[config.mk]
export PLATFORM = sky130hd
export DESIGN_NAME = program_run_checker_cycle_counter
export DESIGN_NICKNAME = d
export VERILOG_FILES = /design/src/rtl/program_run_checker_cycle_counter.sv
export SDC_FILE = /design/constraint.sdc
export NUM_CORES = 1
export LEC_CHECK = 0
export ABC_AREA = 1
export BUFFER_PORTS_ARGS = -buffer_cell sky130_fd_sc_hd__buf_4
export CORE_UTILIZATION = 55
export CTS_BUF_LIST = sky130_fd_sc_hd__clkbuf_4
export DETAILED_ROUTE_END_ITERATION = 12
export PLACE_DENSITY = 0.78
export SETUP_SLACK_MARGIN = 0.05
export SLEW_MARGIN = 20
export SYNTH_ARGS = -nofsm -noshare
export SYNTH_HDL_FRONTEND = slang
export SYNTH_SLANG_ARGS = --single-unit
[constraint.sdc]
create_clock -name clk_i -period 2.36 [get_ports clk_i]
set_input_delay 0.236 -clock clk_i [delete_from_list [all_inputs] [get_ports clk_i]]
set_output_delay 0.236 -clock clk_i [all_outputs]
set_load 0.1 [all_outputs]
[src/rtl/program_run_checker_cycle_counter.sv]
// Loadable down-counter with zero flag; times both the RESET and RUN phases.
module program_run_checker_cycle_counter #(
    parameter int unsigned W = 16
) (
    input  logic         clk_i,
    input  logic         rst_ni,
    input  logic         load_i,
    input  logic [W-1:0] load_val_i,
    input  logic         dec_i,
    output logic         zero_o
);

    logic [W-1:0] cnt_q;

    always_ff @(posedge clk_i or negedge rst_ni) begin
        if (!rst_ni) begin
            cnt_q <= '0;
        end else if (load_i) begin
            cnt_q <= load_val_i;
        end else if (dec_i && (cnt_q != '0)) begin
            cnt_q <= cnt_q - W'(1);
        end
    end

    assign zero_o = (cnt_q == '0);

endmodule

-- Word level (Yosys, flattened, before mapping)
Index checks and enable logic that the tools add are counted.
- add/subtract/negate cells: 1
- mux-type cells: 2
- reduce and logical (&&, ||, !) cells: 4
- operator list (operator ; number):
    $mux W16 ; 2
    $logic_not A16 Y1 ; 1
    $reduce_bool A16 Y1 ; 1
    $sub A16 B1 Y16 const B ; 1
    $reduce_bool A2 Y1 ; 1
    $logic_and A1 B1 Y1 ; 1
- register bits after elaboration: 16
- bits of input ports: 20

-- Depth between registers and ports, before layout
- depth in word-level cells: 4
- depth in mapped cells: 11
- depth with buffers taken out: 10

-- Least setup slack after synthesis
Ideal clock, no wire load.
- path kind: reg-to-output
- start point: register cnt_q[0]
- end point: output zero_o
- arrival time: 2.788 ns
- path slack: -0.664 ns
- cell stages (with the launch flop): 9
- path through: dfrtp_1 -> inv_1 -> ha_1 -> inv_1 -> nor2_2 -> nand3_1 -> nor2_2 -> nand2_1 -> nor4_2
- longest elaborated chain between the ends: 1
- ends and longest elaborated chain (element ; line ; text):
    from (decl) ; 13 ; logic [W-1:0] cnt_q;
    from (signal assigned) ; 19 ; cnt_q <= load_val_i;
    from (signal assigned) ; 21 ; cnt_q <= cnt_q - W'(1);
    $logic_not A16 Y1 ; 25 ; assign zero_o = (cnt_q == '0);
    to (decl) ; 10 ; output logic zero_o
No other way between the ends.

-- Worst setup path in the final report
Same ends and word-level chain as after synthesis.

==> key figures <==
Outcome
  – Status: finished, final reports clean

Synthesis
  – Top-area cell type share of the netlist area: around a third
  – Syn Area/Cell: roughly 6.9 µm²
  – Area leader, netlist: dfrtp_1
  – Synth cell types: 25
  – Synthesized flop and latch total: 16
  – Area contributors post-synth: dfrtp_1, nand2_1, nand3_1
  – Synth warn: 0
  – Seq/Total Area, Yosys: 31.9%
  – Syn nets: about 200
  – Mapped Area: 0.00125 mm²
  – Mapped Cells: 183

Final layout
  – Reg with most FFs: cnt_q
  – Most frequent cells in the layout: nand2_1, nor2_1, nand3_1, buf_4, dfrtp_1
  – Top Registers: cnt_q: 16 flops
  – Max FFs per register: 16
  – Multi-input gate area: 779 µm²
  – Fillers: 185
  – N_diodes: 0
  – Layout Nets: 225
  – Post-layout instance area: 0.00147 mm²
  – Area growth, synth to finish: 16.9%
  – Share of layout cells above drive strength 1: 29.1%
  – Commonest non-fill, non-tap cell in the layout: nand2_1
  – Register area: 400 µm²

Worst hold path
  – Hold WC Path Type: in -> reg
  – Hold wc startpoint: load_val_i[3]
  – Hold EP: cnt_q[3]
  – Hold Path Depth: 3

Clock tree
  – H-tree depth: 1
  – Worst skew pair latency: 0.30 ns
  – Number of CTS-inserted buffers: 3
  – Max clock buf depth: 2
  – CTS tree: done
  – Root Driver: clkbuf_4
  – Sinks on Clock Net: 16
  – Clock-pin slew on the worst setup and hold paths: 0.10 ns
  – Setup bufs post-CTS: 0

Timing
  – Final worst path period share: 92.0%
  – Clock Skews: 0.000927 ns
  – Final Setup Violations: 0
  – Worst-Margin Slew: 0.404 ns
  – Min cycle time layout: roughly 2.2 ns
  – RSZ-0062 raised after global routing: no
  – Max Freq: around 0.46 GHz
  – Final hold violations: 0
  – Max-slew violation count: 0
  – Slew margin rel.: 73.0%

Floorplan
  – Initial Utilization: 60.9%
  – Chip width: 49.8 µm
  – Ports: 21
  – Core footprint: roughly 0.0021 mm²
  – Site Rows: 16
  – Die Area: 0.00248 mm²
  – Die height: 49.8 µm

Critical path
  – R2R depth: 9
  – Worst path arrival time: a little under 2 ns
  – Type of the worst setup path: reg -> out
  – RR Endpoint: cnt_q[4]
  – Worst Setup End Kind: output pin
  – CP Max Fanout: 4
  – Reg2reg start: cnt_q[0]
  – Reg-to-reg slack, setup: 0.69 ns
  – Req. time, crit path: 2.12 ns
  – CP Launch Type: register

Routing
  – DRC: 0
  – Post-DR wirelength/cell: 12.3 µm
  – Detailed Route WL: 2.84 mm
  – Initial drt markers: 34
  – Via density per instance: 5.29
  – First drt pass iteration count: 5
  – Via count: ~1200
  – DRT antenna net count: 0

Pwr
  – Sw Ratio: 38.0%
  – Final Power: 0.754 mW
  – Clock power share: 21.0%
  – Sw Pwr: 0.287 mW
  – Lkg Pwr: 0.714 nW
  – Int Pwr: 0.467 mW
  – Comb power frac: between 30% and 40%
  – Cell Pwr Density: 514 mW/mm²
  – VDD IR max: around 0.36 mV
  – Seq pwr share: 47.3%

Global routing
  – Largest net degree at the start of global routing: 25
  – Initial antenna violation count: 0
  – Global-route wire length before repair: 4.77 mm
  – Total grt overflow: 0
  – Number of global-route vias before repair: 1075
  – GRT Total Usage: 25.7%

Placement
  – Gp weighted congestion: 0.865
  – Post-DP Area: about 0.0014 mm²
  – Port Buffer Count: 20
  – Dpl hpwl: 2.02 mm

Flow run
  – Max cap viols: 0
-- per-layer routing --
metal / global-route usage [%] / vias to the layer above / part of all wire (%)
li1: - / 618 / -
met1: 33.7 / 547 / 45
met2: 43.7 / 47 / 47
met3: 2.78 / 5 / 5.8
met4: 8.57 / 0 / 1.4
met5: 0 / - / 0
-- through the flow --
| step | hold WS, ns | cells | utilization [%] | TNS, ns | worst slack, ns |
|---|---|---|---|---|---|
| CTS | 0.146 | 230 | 70.4 | 0 | 0.0668 |
| global placement | 0.109 | 225 | 68.5 | 0 | 0.424 |
| global route | 0.160 | 230 | 71.2 | 0 | 0.0529 |
| finish | 0.147 | 230 | 71.2 | 0 | 0.189 |
| floorplan | -0.0596 | 183 | - | -0.0333 | -0.0333 |
| detailed placement | 0.111 | 225 | 68.5 | 0 | 0.365 |
-- how the worst max path moves through the flow --
stage               slack [ns]  depth (start not counted)      to      from
finish                    0.19                          9  zero_o  cnt_q[0]
global route              0.05                          9  zero_o  cnt_q[0]
CTS                       0.07                          9  zero_o  cnt_q[0]
detailed placement        0.37                          9  zero_o  cnt_q[0]
global placement          0.42                          9  zero_o  cnt_q[0]
floorplan                -0.03                          8  zero_o  cnt_q[0]
-- cells by family (layout without fill, tap and decap cells) --
kind of cell,count (synthesis),after routing,synth area share (%)
AOI/OAI and AO/OA,11,11,6.08
xor gates and xnor gates,6,6,4.19
adders and majority gates,1,1,0.997
buffers and inverters,22,42,7.88
DFF,16,16,31.9
and+or+nand+nor,127,127,49.0
-- power by group through the flow --
stage	sequential (mW)	combinational, mW	clock (mW)
global route	0.361	0.267	0.167
floorplan	0.347	0.173	0
finish	0.357	0.239	0.158
detailed placement	0.359	0.227	0
CTS	0.354	0.231	0.159
global placement	0.357	0.220	0
-- Yosys cell counts, drive strengths merged --
library cell,count
xnor2,1
nand2,60
clkbuf,2
o21bai,1
nor2,33
buf,3
ha,1
a21oi,4
o21ai,6
dfrtp,16
nand3,29
or2,4
inv,17
nor4,1
xor2,5
-- worst max-delay path, stage by stage, from the launching register on --
cell     delay (ns)
dfrtp_1        0.40
inv_2          0.10
ha_4           0.17
inv_1          0.05
nor2_2         0.11
nand3_1        0.12
nor2_2         0.18
nand2_2        0.10
nor4_4         0.15
buf_6          0.26
-- final cells by class --
class | instances | share of cell area, %
Multi-Input combinational cell | 145 | 53.1
Sequential cell | 16 | 27.3
Timing Repair Buffer | 21 | 11.2
Inverter | 17 | 4.35
Tap cell | 27 | 2.30
Clock buffer | 3 | 1.53
Clock inverter | 1 | 0.256
-- timing repair --
item / in CTS / in global routing
pin swaps: 0 / 1
hold buffers: 1 / 0
resized for setup: 1 / 5
hold endpoints to repair: 16 / 0
endpoints found under the setup margin: 1 / 1
No activity file was read; power rests on OpenSTA's default activity.
